--- config.mk ---
export PLATFORM = sky130hd
export DESIGN_NAME = mem_master
export DESIGN_NICKNAME = d
export VERILOG_FILES = /design/src/rtl/mem_master.sv
export SDC_FILE = /design/constraint.sdc
export NUM_CORES = 1
export LEC_CHECK = 0
export CAP_MARGIN = 20
export CORE_UTILIZATION = 39
export DETAILED_ROUTE_END_ITERATION = 10
export GPL_TIMING_DRIVEN = 0
export PLACE_DENSITY_LB_ADDON = 0.3
export SETUP_SLACK_MARGIN = 0.4
export SLEW_MARGIN = 20
export SYNTH_ARGS = -nofsm -noshare
export SYNTH_HDL_FRONTEND = slang
export SYNTH_SLANG_ARGS = --single-unit
--- constraint.sdc ---
create_clock -name clk -period 2.1 [get_ports clk]
set_input_delay 0.42 -clock clk [delete_from_list [all_inputs] [get_ports clk]]
set_output_delay 0.42 -clock clk [all_outputs]
set_load 0.02 [all_outputs]
--- src/rtl/mem_master.sv ---
// mem_master: valid/ready initiator driving the 16x16 single-port memory.
// Define WR_VERIFY_EN to read back and compare every write.
module mem_master #(
  parameter int ADDR_W  = 4,
  parameter int DATA_W  = 32,
  parameter int TIMEOUT = 15
) (
  input  logic              clk,
  input  logic              rst,
  input  logic              req_valid,
  output logic              req_ready,
  input  logic              req_wr,
  input  logic [ADDR_W-1:0] req_add,
  input  logic [DATA_W-1:0] req_data,
  output logic              rsp_valid,
  input  logic              rsp_ready,
  output logic [DATA_W-1:0] rsp_data,
  output logic              rsp_err,
  output logic              busy,
  output logic              mem_EN,
  output logic              mem_wr_en,
  output logic              mem_rd_en,
  output logic [ADDR_W-1:0] mem_add,
  output logic [DATA_W-1:0] mem_Data_in,
  input  logic              mem_valid_out,
  input  logic [DATA_W-1:0] mem_Data_out
);

  localparam int CNT_W = $clog2(TIMEOUT + 1);
  localparam logic [CNT_W-1:0] CNT_LAST = CNT_W'(TIMEOUT - 1);

  typedef enum logic [2:0] {
    IDLE,
    WR,
    RD,
    RD_WAIT,
    RESP
`ifdef WR_VERIFY_EN
    ,
    VFY_RD,
    VFY_WAIT
`endif
  } state_t;

  state_t state_q, state_d;

  logic [CNT_W-1:0]  cnt_q, cnt_d;
  logic [ADDR_W-1:0] add_q, add_d;
  logic [DATA_W-1:0] data_q, data_d;

  logic              req_ready_q, req_ready_d;
  logic              busy_q, busy_d;
  logic              rsp_valid_q, rsp_valid_d;
  logic [DATA_W-1:0] rsp_data_q, rsp_data_d;
  logic              rsp_err_q, rsp_err_d;
  logic              mem_en_q, mem_en_d;
  logic              mem_wr_q, mem_wr_d;
  logic              mem_rd_q, mem_rd_d;
  logic [ADDR_W-1:0] mem_add_q, mem_add_d;
  logic [DATA_W-1:0] mem_din_q, mem_din_d;

  always_ff @(posedge clk or negedge rst) begin
    if (!rst) begin
      state_q     <= IDLE;
      cnt_q       <= '0;
      add_q       <= '0;
      data_q      <= '0;
      req_ready_q <= 1'b0;
      busy_q      <= 1'b0;
      rsp_valid_q <= 1'b0;
      rsp_data_q  <= '0;
      rsp_err_q   <= 1'b0;
      mem_en_q    <= 1'b0;
      mem_wr_q    <= 1'b0;
      mem_rd_q    <= 1'b0;
      mem_add_q   <= '0;
      mem_din_q   <= '0;
    end else begin
      state_q     <= state_d;
      cnt_q       <= cnt_d;
      add_q       <= add_d;
      data_q      <= data_d;
      req_ready_q <= req_ready_d;
      busy_q      <= busy_d;
      rsp_valid_q <= rsp_valid_d;
      rsp_data_q  <= rsp_data_d;
      rsp_err_q   <= rsp_err_d;
      mem_en_q    <= mem_en_d;
      mem_wr_q    <= mem_wr_d;
      mem_rd_q    <= mem_rd_d;
      mem_add_q   <= mem_add_d;
      mem_din_q   <= mem_din_d;
    end
  end

  // req_ready_q gates the capture so nothing is taken before the first edge
  always_comb begin
    state_d = state_q;
    cnt_d   = cnt_q;
    add_d   = add_q;
    data_d  = data_q;
    unique case (state_q)
      IDLE: begin
        if (req_valid && req_ready_q) begin
          add_d   = req_add;
          data_d  = req_data;
          state_d = req_wr ? WR : RD;
        end
      end
      WR: begin
`ifdef WR_VERIFY_EN
        state_d = VFY_RD;
`else
        state_d = RESP;
`endif
      end
      RD: begin
        cnt_d   = '0;
        state_d = RD_WAIT;
      end
      RD_WAIT: begin
        if (mem_valid_out) begin
          state_d = RESP;
        end else begin
          cnt_d = cnt_q + 1'b1;
          if (cnt_q == CNT_LAST) state_d = RESP;
        end
      end
`ifdef WR_VERIFY_EN
      VFY_RD: begin
        cnt_d   = '0;
        state_d = VFY_WAIT;
      end
      VFY_WAIT: begin
        if (mem_valid_out) begin
          state_d = RESP;
        end else begin
          cnt_d = cnt_q + 1'b1;
          if (cnt_q == CNT_LAST) state_d = RESP;
        end
      end
`endif
      RESP: begin
        if (rsp_ready) state_d = IDLE;
      end
      default: state_d = IDLE;
    endcase
  end

  // Outputs are registered from the next state so every pin leaves a flop
  always_comb begin
    req_ready_d = (state_d == IDLE);
    busy_d      = (state_d != IDLE);
    rsp_valid_d = (state_d == RESP);
    mem_wr_d    = (state_d == WR);
`ifdef WR_VERIFY_EN
    mem_rd_d    = (state_d == RD) || (state_d == VFY_RD);
`else
    mem_rd_d    = (state_d == RD);
`endif
    mem_en_d    = mem_wr_d | mem_rd_d;
    mem_add_d   = mem_en_d ? add_d : '0;
    mem_din_d   = mem_wr_d ? data_d : '0;
    rsp_data_d  = rsp_data_q;
    rsp_err_d   = rsp_err_q;
    if (state_d == IDLE) begin
      rsp_data_d = '0;
      rsp_err_d  = 1'b0;
    end else if (state_d == RESP && state_q != RESP) begin
      rsp_data_d = '0;
      rsp_err_d  = 1'b0;
      unique case (state_q)
        RD_WAIT: begin
          if (mem_valid_out) rsp_data_d = mem_Data_out;
          else rsp_err_d = 1'b1;
        end
`ifdef WR_VERIFY_EN
        VFY_WAIT: begin
          if (!mem_valid_out) begin
            rsp_err_d = 1'b1;
          end else if (mem_Data_out != data_q) begin
            rsp_data_d = mem_Data_out;
            rsp_err_d  = 1'b1;
          end
        end
`endif
        default: ;
      endcase
    end
  end

  assign req_ready   = req_ready_q;
  assign busy        = busy_q;
  assign rsp_valid   = rsp_valid_q;
  assign rsp_data    = rsp_data_q;
  assign rsp_err     = rsp_err_q;
  assign mem_EN      = mem_en_q;
  assign mem_wr_en   = mem_wr_q;
  assign mem_rd_en   = mem_rd_q;
  assign mem_add     = mem_add_q;
  assign mem_Data_in = mem_din_q;

endmodule

After elaboration in Yosys (flattened, before gate mapping)
Cells that the tools add are included.
{"block": "classes", "addsub": 1, "bitwise_logic": 1, "eq_ne": 10, "n_mux": 22, "reduce_logical": 8}
{"cell": "32-bit two-way mux", "count": 7}
{"cell": "4-bit two-way mux", "count": 4}
{"cell": "3-bit case mux with 5 select lines", "count": 1}
{"cell": "3-bit two-way mux", "count": 4}
{"cell": "3-bit by 2-bit equality test with 1-bit output (second input constant)", "count": 3}
{"cell": "4-bit case mux with 2 select lines", "count": 1}
{"cell": "3-bit by 1-bit equality test with 1-bit output (second input constant)", "count": 2}
{"cell": "3-bit equality test (second input constant)", "count": 2}
{"cell": "3-bit logical NOT", "count": 2}
{"cell": "4-bit by 1-bit adder with 4-bit output (second input constant)", "count": 1}
{"cell": "4-bit equality test (second input constant)", "count": 1}
{"cell": "1-bit two-way mux", "count": 4}
{"cell": "2-bit nonzero test", "count": 2}
{"cell": "3-bit inequality test (second input constant)", "count": 1}
{"cell": "3-bit nonzero test", "count": 1}
{"cell": "1-bit logical AND", "count": 2}
{"cell": "2-bit two-way mux", "count": 1}
{"cell": "2-bit inequality test (second input constant)", "count": 1}
{"cell": "2-bit AND reduction", "count": 1}
{"cell": "1-bit bitwise OR", "count": 1}
{"block": "word_totals", "output_inout_bits": 75, "wordCells": 56, "reg_bits": 118}

Depth between registers and ports, before layout
Gate-level depths: netlist (run 1).
{"block": "logic_depth", "word_depth": 8, "mapped_depth": 7, "mapped_depth_nobuf": 6}

Worst setup path after synthesis (run 1)
No wires, ideal clock.
{"block": "synth_timing", "path_kind": "in2reg", "start": "input mem_valid_out", "end": "register rsp_data_q[10], in the netlist rsp_data[10]", "required_time_ps": 1979, "slack_ps": 531, "path_buffers": 2, "t_arrival_ps": 1448, "cell_stages": 6, "path_cell_list": "clkbuf_1 nand2_1 a32oi_2 nand2_2 buf_2 a22o_1"}
{"block": "synth_between", "elab_chain_len": 5, "elab_cells_between_ends": 10}
{"item": "start: declaration", "line": "25", "rtl": "input logic mem_valid_out,"}
{"item": "3-bit two-way mux", "line": "122", "rtl": "if (mem_valid_out) begin"}
{"item": "3-bit case mux with 5 select lines", "line": "102", "rtl": "unique case (state_q)"}
{"item": "3-bit equality test", "line": "169", "rtl": "end else if (state_d == RESP && state_q != RESP) begin"}
{"item": "1-bit logical AND", "line": "169"}
{"item": "2-bit nonzero test (no line)"}
{"item": "end signal: assignment", "line": "86", "rtl": "rsp_data_q <= rsp_data_d;"}
{"item": "end: declaration", "line": "54", "rtl": "logic [DATA_W-1:0] rsp_data_q, rsp_data_d;"}
Parallel ways exist; a longest one is shown, timed or not. The select of a mux whose other input is x is not followed.
A chain may end at the register's enable or synchronous reset.

Worst setup path in the final report (run 1)
{"block": "layout_timing", "start": "register cnt_q[0]", "end": "register rsp_data_q[18], in the netlist rsp_data[18]"}
{"block": "layout_between", "elab_chain_len": 7, "elab_cells_between_ends": 9}
{"item": "start: declaration", "line": "47", "rtl": "logic [CNT_W-1:0] cnt_q, cnt_d;"}
{"item": "start signal: assignment", "line": "80", "rtl": "cnt_q <= cnt_d;"}
{"item": "4-bit equality test (*)", "line": "126", "rtl": "if (cnt_q == CNT_LAST) state_d = RESP;"}
{"item": "3-bit two-way mux (*)", "line": "126"}
{"item": "3-bit two-way mux (*)", "line": "122"}
{"item": "3-bit case mux with 5 select lines (*)", "line": "102"}
{"item": "3-bit equality test", "line": "169"}
{"item": "1-bit logical AND", "line": "169"}
{"item": "2-bit nonzero test (no line)"}
Every way passes the cells marked *; elsewhere a longest branch is shown, timed or not.

==> results by group, run 1 <==
Outcome
  • Status: complete, no violations

Synthesis
  • Yosys reg bits: 82
  • Post-Synthesis Net Count: ~290
  • Synth cell types: 31
  • Top cell type's share of synthesized area: between 60% and 70%
  • Asr flop ratio synth: 100.0%
  • Ys Warns: 0
  • Post-synth EDFFs: 0
  • Area of the mapped netlist: ~0.0030 mm2
  • Area leader, netlist: dfrtp_1
  • Area contributors post-synth: dfrtp_1 (69%), a22o_1 (10%), and3_1 (6.9%)
  • Primary FF master, synth: dfrtp_1
  • Sequential share of the synthesized area: ~69%
  • Cells after Synth: approximately 220
  • Syn_area_per_cell: between 10 and 15 um2

Clock network
  • Clock Tree Buf Depth: 2
  • H-Tree Depth: 3
  • Root buffer cell: clkbuf_8
  • TritonCTS Buffers: 9
  • CTS tree: done
  • CTS Sinks: about 80
  • Worst-skew pair later-pin latency: 0.34 ns
  • Reg clk slew, reported paths: roughly 0.08 ns

Timing
  • Skew final: about 0.011 ns
  • Slew @ Worst Pin: 0.4569 ns
  • Period utilization: 81.46%
  • Setup violators final: 0
  • Count of final hold-check violations: 0
  • Fmax: 584.6 MHz
  • Max-slew violations: 0
  • Unrepaired setup endpoints after global routing: true
  • Slew HR: a little under 70%
  • Post-route minimum period: ~1.7 ns

Final layout
  • Antenna cells: 0
  • Most common cell after layout, fill and taps aside: dfrtp_1
  • Storage element area: a little over 0.002 mm2
  • Post-layout util: 66.08%
  • Fin nets: 460
  • Most frequent cells in the layout: dfrtp_1 (82), dlygate4sd2_1 (74), clkdlybuf4s50_1 (70)
  • Area Growth Syn to Fin: 62.15%
  • Fill count: slightly below 600
  • Multi-input logic area: a little over 800 um2
  • Layout cells sized above 1: about 12%

Critical path
  • Buf+Inv Stages, Crit Path: 2
  • Crit. End Element: flip-flop
  • Largest fanout on the critical path: 10
  • Worst reg-to-reg path cell count: 7
  • Worst EP required: 2.33 ns
  • Crit path max-delay family: compound AO/OA/AOI/OAI gates
  • R2R Setup Slk: a little under 0.4 ns
  • CP max stage delay: roughly 0.40 ns
  • Worst path cell trace: inv_2, ha_4, nand4_1, a32oi_2, nand2_4, buf_6, a22o_1
  • Data arrival, critical path: 1.94 ns
  • Slowest-stage cell, CP: dfrtp_1
  • WS Path Type: reg2reg
  • Startpoint types: flip-flop
  • Reg2reg end: rsp_data[18]
  • Reg-to-Reg Start: cnt_q[0]

GRT
  • First-pass GRT wire length: 11420 um
  • Largest net degree at the start of global routing: 54
  • Grt total ovfl: 0
  • Antenna violations before repair: 0
  • Global-route usage over all layers: 19.36%
  • Vias in the first global route: between 2000 and 2500

Min path
  • Hold Path End: rsp_err
  • Worst Hold Class: reg2reg
  • Hold Path Stages: 1
  • Min-delay src: rsp_err

Detailed routing
  • Vias after detailed routing: 2339
  • Final wirelength: 7426 um
  • Routed Antenna Nets: 0
  • DRT iter0 DRCs: 57
  • First-pass DRT Iterations: 4
  • Residual DRC: 0
  • Routed len/inst: 15.22 um
  • Via/cell ratio: 4.793

Placed design
  • Dpl hpwl: between 5000 and 6000 um
  • RePlAce Congestion: between 0.7 and 0.8
  • Port Buf Inserts: about 150

Power
  • Pwr/cell area: 930.8 mW/mm2
  • Post-route total power: 4.485 mW
  • Leakage dissipation: 2.736 nW
  • Peak supply drop: between 0.0006 and 0.0007 V

Floorplan
  • Core area: about 0.0073 mm2
  • Die width: around 89 um
  • # IOs: about 150
  • Die footprint: approximately 0.0080 mm2
  • Row Count: 31
  • DIE HEIGHT: a little under 90 um
  • Initial Util: about two fifths

Job
  • Maximum capacitance violations: 0
routing by layer:
metal	up-vias	track usage (%)	routed length, um	share of wire (%)
met5	-	0	0	0
met2	120	32.06	3431	46
met4	0	8.514	121	1.6
met1	1102	21.64	2958	40
li1	1106	-	-	-
met3	11	8.680	916	12
logic make-up (layout without fill, tap and decap cells):
group / after synthesis / after routing / synth area share, %
AO/OA/AOI/OAI: 44 / 44 / 12.46
adder cells (fa/ha/maj): 2 / 2 / 0.8420
buffers and inverters: 22 / 196 / 3.916
flip-flops: 82 / 82 / 69.05
AND/OR/NAND/NOR: 65 / 65 / 13.73
final cells by class:
class	count	share of cell area, %
flip-flops and latches	82	42.59
inverters	5	0.3895
repair buffers	158	30.93
clock buffers	12	3.012
clock inverters	4	1.065
well taps	99	2.571
multi-input cells	111	17.03
plain buffers	17	2.415
cell usage after synthesis, types with 2 or more instances:
| library cell | instances |
|---|---|
| buf_2 | 9 |
| nor2_1 | 3 |
| a21o_1 | 3 |
| nor3_1 | 4 |
| buf_6 | 3 |
| nand3_1 | 3 |
| nand2b_1 | 3 |
| inv_1 | 3 |
| nand2_1 | 5 |
| and2_4 | 3 |
| and3_1 | 33 |
| clkbuf_1 | 5 |
| dfrtp_1 | 82 |
| a22o_1 | 34 |
| ha_1 | 2 |
| inv_2 | 2 |
| a21oi_1 | 2 |
| and2_1 | 3 |
stage by stage:
stage	instances	hold slack [ns]	setup slack, ns	TNS, ns	area [um2]
2_1_floorplan	215	0.1244	0.5308	0	2972
3_3_place_gp	461	0.4575	-2.203	-181.24	4567
3_5_place_dp	462	0.3763	-0.1269	-3.060	4592
4_1_cts	487	0.4943	0.3396	0	4806
5_1_grt	488	0.5079	0.3014	0	4818
6_report	488	0.4909	0.3894	0	4818
how the worst max path moves through the flow:
stage                           end           from  cells after the start
floorplan              rsp_data[10]  mem_valid_out                      6
global route           rsp_data[18]       cnt_q[0]                      7
global placement    mem_Data_in[16]            rst                      1
detailed placement      rsp_data[6]         req_wr                      6
CTS                     rsp_data[6]       cnt_q[0]                      7
finish                 rsp_data[18]       cnt_q[0]                      7
state kept, by name, summed over array words and instances, names as in the netlist:
| signal | count |
|---|---|
| mem_EN | 1 |
| mem_wr_en | 1 |
| mem_add | 4 |
| rsp_valid | 1 |
| mem_rd_en | 1 |
| rsp_data | 32 |
| busy | 1 |
| req_ready | 1 |
| rsp_err | 1 |
| cnt_q | 4 |
| state_q | 3 |
| mem_Data_in | 32 |
repair_timing:
item,CTS,global route
hold endpoints to repair,1,0
buffers inserted,6,1
setup endpoints to repair,103,34
pin swaps,3,4
gates resized for setup,87,2
hold buffers,1,0
gates cloned,2,0
power by group:
group	total, mW	leakage (nW)	internal, mW	switching (mW)
logic	1.46	1.51	0.697	0.762
clock network	1.13	0.0966	0.583	0.542
registers	1.90	1.13	1.78	0.117
total	4.48	2.74	3.06	1.42
(Power assumes the default switching activity.)
==> run 2: changes to the inputs <==
==> constraint.sdc (replaced) <==
create_clock -name clk -period 1.8 [get_ports clk]
set_input_delay 0.36 -clock clk [delete_from_list [all_inputs] [get_ports clk]]
set_output_delay 0.36 -clock clk [all_outputs]
set_load 0.02 [all_outputs]
==> results by group, run 2 (synthesis results as in run 1) <==
Clock network
  • Reg clk slew, reported paths: about 0.070 ns
  • CTS Sinks: 82
  • H-Tree Depth: 3
  • Root buffer cell: clkbuf_8
  • CTS tree: done
  • Worst-skew pair later-pin latency: ~0.34 ns
  • Clock Tree Buf Depth: 2
  • TritonCTS Buffers: 9

Floorplan
  • Die footprint: 0.007973 mm2
  • Core area: 0.007292 mm2
  • Initial Util: about two fifths
  • Die width: 89.29 um
  • Row Count: 31
  • # IOs: about 150
  • DIE HEIGHT: approximately 89 um

Timing
  • Slew HR: 67.19%
  • Max-slew violations: 0
  • WHS: around 0.50 ns
  • Setup violators final: 0
  • Fmax: around 600 MHz
  • Post-route minimum period: between 1.5 and 2 ns
  • Skew final: 0.01067 ns
  • Unrepaired setup endpoints after global routing: true
  • Slack of the critical path: ~0.11 ns
  • Slew @ Worst Pin: 0.4922 ns
  • Count of final hold-check violations: 0
  • Period utilization: approximately 94%

Outcome
  • Status: complete, no violations

Final layout
  • Layout cells sized above 1: between 30 and 40%
  • Most frequent cells in the layout: dfrtp_1 (81), clkdlybuf4s50_1 (70), clkbuf_2 (41)
  • Fin nets: ~470
  • Fin cells: between 500 and 600
  • Area Growth Syn to Fin: 67.62%
  • Most common cell after layout, fill and taps aside: dfrtp_1
  • Antenna cells: 0

GRT
  • Largest net degree at the start of global routing: 45
  • GRT busiest layer: met2
  • Global-route usage over all layers: 20.70%
  • Grt total ovfl: 0
  • Met2 Resource Use GR: a little over a third
  • GR Util met3: 8.680%
  • Vias in the first global route: around 2500
  • Met1 global-route usage: about 22%
  • Antenna violations before repair: 0
  • First-pass GRT wire length: approximately 12000 um

Critical path
  • Startpoint types: flip-flop
  • WS Path Type: reg2reg
  • Data arrival, critical path: 1.90 ns
  • Worst reg-to-reg path cell count: 7
  • Crit. End Element: flip-flop
  • Largest fanout on the critical path: 8
  • Worst EP required: just over 2 ns

Power
  • Peak supply drop: ~0.00064 V
  • Post-route total power: approximately 5.7 mW
  • Leakage dissipation: about 2.5 nW
  • Pwr/cell area: ~1100 mW/mm2

Job
  • Maximum capacitance violations: 0

Detailed routing
  • Vias after detailed routing: 2453
  • Routed Antenna Nets: 0
  • Via/cell ratio: approximately 4.9
  • DRT iter0 DRCs: 104
  • Final wirelength: approximately 8300 um
  • First-pass DRT Iterations: 5
  • Residual DRC: 0
  • Routed len/inst: ~16 um

Placed design
  • RePlAce Congestion: roughly 0.74
  • Pre-CTS WS: -0.3159 ns
  • Cell total after placement: ~460
  • Port Buf Inserts: 147
  • Dpl hpwl: between 5000 and 6000 um

Min path
  • Hold Path Stages: 1
  • Worst Hold Class: reg2reg
run 2: cell types whose count changed in the layout (fill, tap and decap cells not counted), moves of 2 or more:
cell / previous run / this run
clkdlybuf4s15_1: 0 / 30
clkdlybuf4s15_2: 0 / 2
buf_6: 7 / 15
clkbuf_2: 0 / 41
buf_8: 0 / 4
and3_1: 33 / 21
buf_4: 9 / 12
and3_4: 0 / 12
dlymetal6s2s_1: 2 / 0
dlygate4sd2_1: 74 / 1
run 2: metal layers:
metal / wire, um / vias to the layer above
met5: 0 / -
met4: 141 / 0
met3: 985 / 14
met2: 4109 / 134
met1: 3014 / 1175
li1: - / 1130
run 2: area by class of cell:
cell class | count | area, um2
Fill cell | 569 | 2311
Sequential cell | 82 | 2053
Timing Repair Buffer | 171 | 1513
Multi-Input combinational cell | 111 | 898.4
Clock buffer | 12 | 155.1
Buffer | 17 | 142.6
Tap cell | 99 | 123.9
Clock inverter | 4 | 73.82
Inverter | 5 | 21.27
run 2: repair_timing:
action,4_1_cts,5_1_grt
endpoints found under the hold margin,37,0
cloned,6,0
pin swaps,11,21
gates resized for setup,157,97
endpoints found under the setup margin,148,145
hold buffers,1,0
buffers inserted,11,5
run 2: critical path, stage by stage, from the launching register on:
cell     delay, ns
dfrtp_1       0.40
inv_2         0.08
ha_4          0.13
nand4_1       0.15
a32oi_2       0.31
nand2_4       0.15
buf_6         0.16
a22o_1        0.18
run 2: final timing paths:
check	from	to	slack (ns)
setup / recovery	cnt_q[0]	rsp_data[3]	0.11
hold / removal	rsp_data[10]	rsp_data[10]	0.50
setup reg to reg	cnt_q[0]	rsp_data[3]	0.11
hold reg to reg	rsp_data[10]	rsp_data[10]	0.50
max in group asynchronous	rst	state_q[2]	0.65
min in group asynchronous	rst	rsp_data[19]	0.55
run 2: power breakdown:
part / total (mW) / switching, mW / internal (mW)
Combinational: 1.97 / 0.976 / 0.998
Clock: 1.49 / 0.629 / 0.859
Sequential: 2.24 / 0.152 / 2.08
Total: 5.70 / 1.76 / 3.94
run 2: through the flow:
step / TNS (ns) / cell area [um2] / utilization [%]
after floorplan: 0 / 2972 / -
after global placement: -206.01 / 4567 / 62.63
after detailed placement: -9.776 / 4584 / 62.87
after CTS: 0 / 5045 / 69.18
after global routing: 0 / 4981 / 68.31
final: 0 / 4981 / 68.31
==> run 3: changes to the inputs <==
--- a/config.mk
+++ b/config.mk
@@ -6,11 +6,13 @@
 export NUM_CORES = 1
 export LEC_CHECK = 0
 export CAP_MARGIN = 20
+export CORE_MARGIN = 2
 export CORE_UTILIZATION = 39
 export DETAILED_ROUTE_END_ITERATION = 10
 export GPL_TIMING_DRIVEN = 0
 export PLACE_DENSITY_LB_ADDON = 0.3
 export SETUP_SLACK_MARGIN = 0.4
+export SKIP_CTS_REPAIR_TIMING = 1
 export SLEW_MARGIN = 20
 export SYNTH_ARGS = -nofsm -noshare
 export SYNTH_HDL_FRONTEND = slang
==> results by group, run 3 (synthesis results as in run 1) <==
Outcome
  • Status: complete, but fails checks
  • Failing checks: hold timing

Final layout
  • Fill count: roughly 460
  • Fin nets: 462
  • Area Growth Syn to Fin: 78.61%
  • Layout cells sized above 1: a little under a quarter
  • Storage element area: 0.002053 mm2
  • Most frequent cells in the layout: dfrtp_1 (81), dlymetal6s2s_1 (76), clkdlybuf4s50_1 (70)
  • Multi-input logic area: roughly 990 um2
  • Antenna cells: 0
  • Finished Cell Area: between 0.005 and 0.006 mm2
  • Most common cell after layout, fill and taps aside: dfrtp_1

Placed design
  • Port Buf Inserts: roughly 150
  • Pre-CTS WS: -0.3121 ns
  • RePlAce Congestion: between 0.7 and 0.8
  • Placed cell areas: 0.004584 mm2
  • Dpl hpwl: between 5000 and 6000 um

Detailed routing
  • Routed len/inst: 16.48 um
  • Routed Antenna Nets: 0
  • First-pass DRT Iterations: 4
  • Vias after detailed routing: 2415
  • DRT iter0 DRCs: 38
  • Residual DRC: 0
  • Via/cell ratio: 4.929
  • Final wirelength: approximately 8100 um

Timing
  • Max-slew violations: 0
  • Slack of the critical path: 0.06236 ns
  • WHS: -0.003740 ns
  • Skew final: 0.01116 ns
  • Setup violators final: 0
  • Unrepaired setup endpoints after global routing: true
  • Fmax: 575.5 MHz
  • Slew HR: around two thirds
  • Period utilization: a little over nine tenths
  • Count of final hold-check violations: 5
  • Slew @ Worst Pin: roughly 0.5 ns
  • Post-route minimum period: roughly 1.7 ns

Critical path
  • WS Path Type: reg2reg
  • Data arrival, critical path: between 1.5 and 2 ns
  • R2R Setup Slk: approximately 0.062 ns
  • Reg-to-Reg Start: cnt_q[0]
  • Reg2reg end: rsp_data[25]
  • Crit. End Element: flip-flop
  • Startpoint types: flip-flop
  • Worst reg-to-reg path cell count: 7
  • Worst EP required: about 2 ns
  • Largest fanout on the critical path: 10
  • Critical path origin: cnt_q[0]
  • Crit path to: rsp_data[25]

GRT
  • First-pass GRT wire length: 11670 um
  • Antenna violations before repair: 0
  • Global-route usage over all layers: between 15 and 20%
  • Largest net degree at the start of global routing: between 40 and 50
  • Grt total ovfl: 0
  • Vias in the first global route: approximately 2400

Clock network
  • TritonCTS Buffers: 9
  • CTS tree: done
  • Clock Tree Buf Depth: 2
  • CTS Sinks: between 80 and 90
  • Worst-skew pair later-pin latency: 0.34 ns
  • H-Tree Depth: 3
  • Reg clk slew, reported paths: about 0.080 ns
  • Root buffer cell: clkbuf_8

Floorplan
  • # IOs: between 100 and 150
  • DIE HEIGHT: ~90 um
  • Die width: 91.29 um
  • Core area: between 0.007 and 0.008 mm2
  • Row Count: 31
  • Die footprint: 0.008334 mm2
  • Initial Util: about two fifths

Job
  • Maximum capacitance violations: 0

Power
  • Peak supply drop: 0.0005128 V
  • Leakage dissipation: between 3 and 4 nW
  • Pwr/cell area: about 1000 mW/mm2

Min path
  • Worst Hold Class: in2async
-- run 3: cell types whose count changed in the layout (fill, tap and decap cells not counted), sizes merged --
cell,delta
clkinv,+1
dlygate4sd3,-1
dlymetal6s2s,+76
clkbuf,-42
dlygate4sd2,-1
bufinv,-2
clkinvlp,+1
clkdlybuf4s15,-32
buf,-11
-- run 3: how the worst min path moves through the flow --
| stage | cells past startpoint | endpoint | from | slack, ns |
|---|---|---|---|---|
| 2_1_floorplan | 0 | busy | rst | 0.06 |
| 3_3_place_gp | 1 | rsp_err | rsp_err | 0.46 |
| 3_5_place_dp | 1 | rsp_data[6] | rst | 0.37 |
| 4_1_cts | 1 | mem_rd_en | rst | 0.005 |
| 5_1_grt | 1 | mem_Data_in[0] | rst | 0.03 |
| 6_report | 1 | rsp_data[6] | rst | -0.004 |
-- run 3: area by class of cell --
cell class	instances	area share, %
Buffer	17	2.617
Clock buffer	12	2.923
Clock inverter	4	0.4950
Inverter	5	0.4008
Multi-Input combinational cell	111	18.72
Sequential cell	82	38.68
Tap cell	99	2.334
Timing Repair Buffer	160	33.83
-- run 3: critical path: stages, from the launching register on --
cell and delay (ns):
dfrtp_1 0.43, inv_2 0.10, ha_4 0.13, nand4_1 0.12, a32oi_2 0.33, nand2_4 0.15
buf_8 0.17, a22o_1 0.19
-- run 3: power breakdown --
group / total (mW) / internal, mW / switching [mW] / leakage [nW]
logic: 2.01 / 1.06 / 0.954 / 2.46
registers: 2.22 / 2.08 / 0.139 / 1.13
clock network: 1.20 / 0.575 / 0.627 / 0.0924
total: 5.44 / 3.72 / 1.72 / 3.67
-- run 3: stage by stage --
step / std cells / hold slack (ns) / total power, mW / TNS (ns) / util, %
3_5_place_dp: 462 / 0.3679 / 3.863 / -9.493 / 62.54
5_1_grt: 490 / 0.02999 / 5.719 / -0.1975 / 72.40
3_3_place_gp: 461 / 0.4590 / 3.821 / -206.71 / 62.30
2_1_floorplan: 215 / 0.06441 / 3.081 / 0 / -
6_report: 490 / -0.003740 / 5.437 / 0 / 72.40
4_1_cts: 478 / 0.004752 / 5.071 / 0 / 65.01
-- run 3: metal layers --
| metal | part of all wire [%] | GRT usage (%) |
|---|---|---|
| met5 | 0 | 0 |
| met3 | 10 | 8.548 |
| met4 | 1.6 | 7.071 |
| met2 | 50 | 28.27 |
| met1 | 38 | 21.04 |
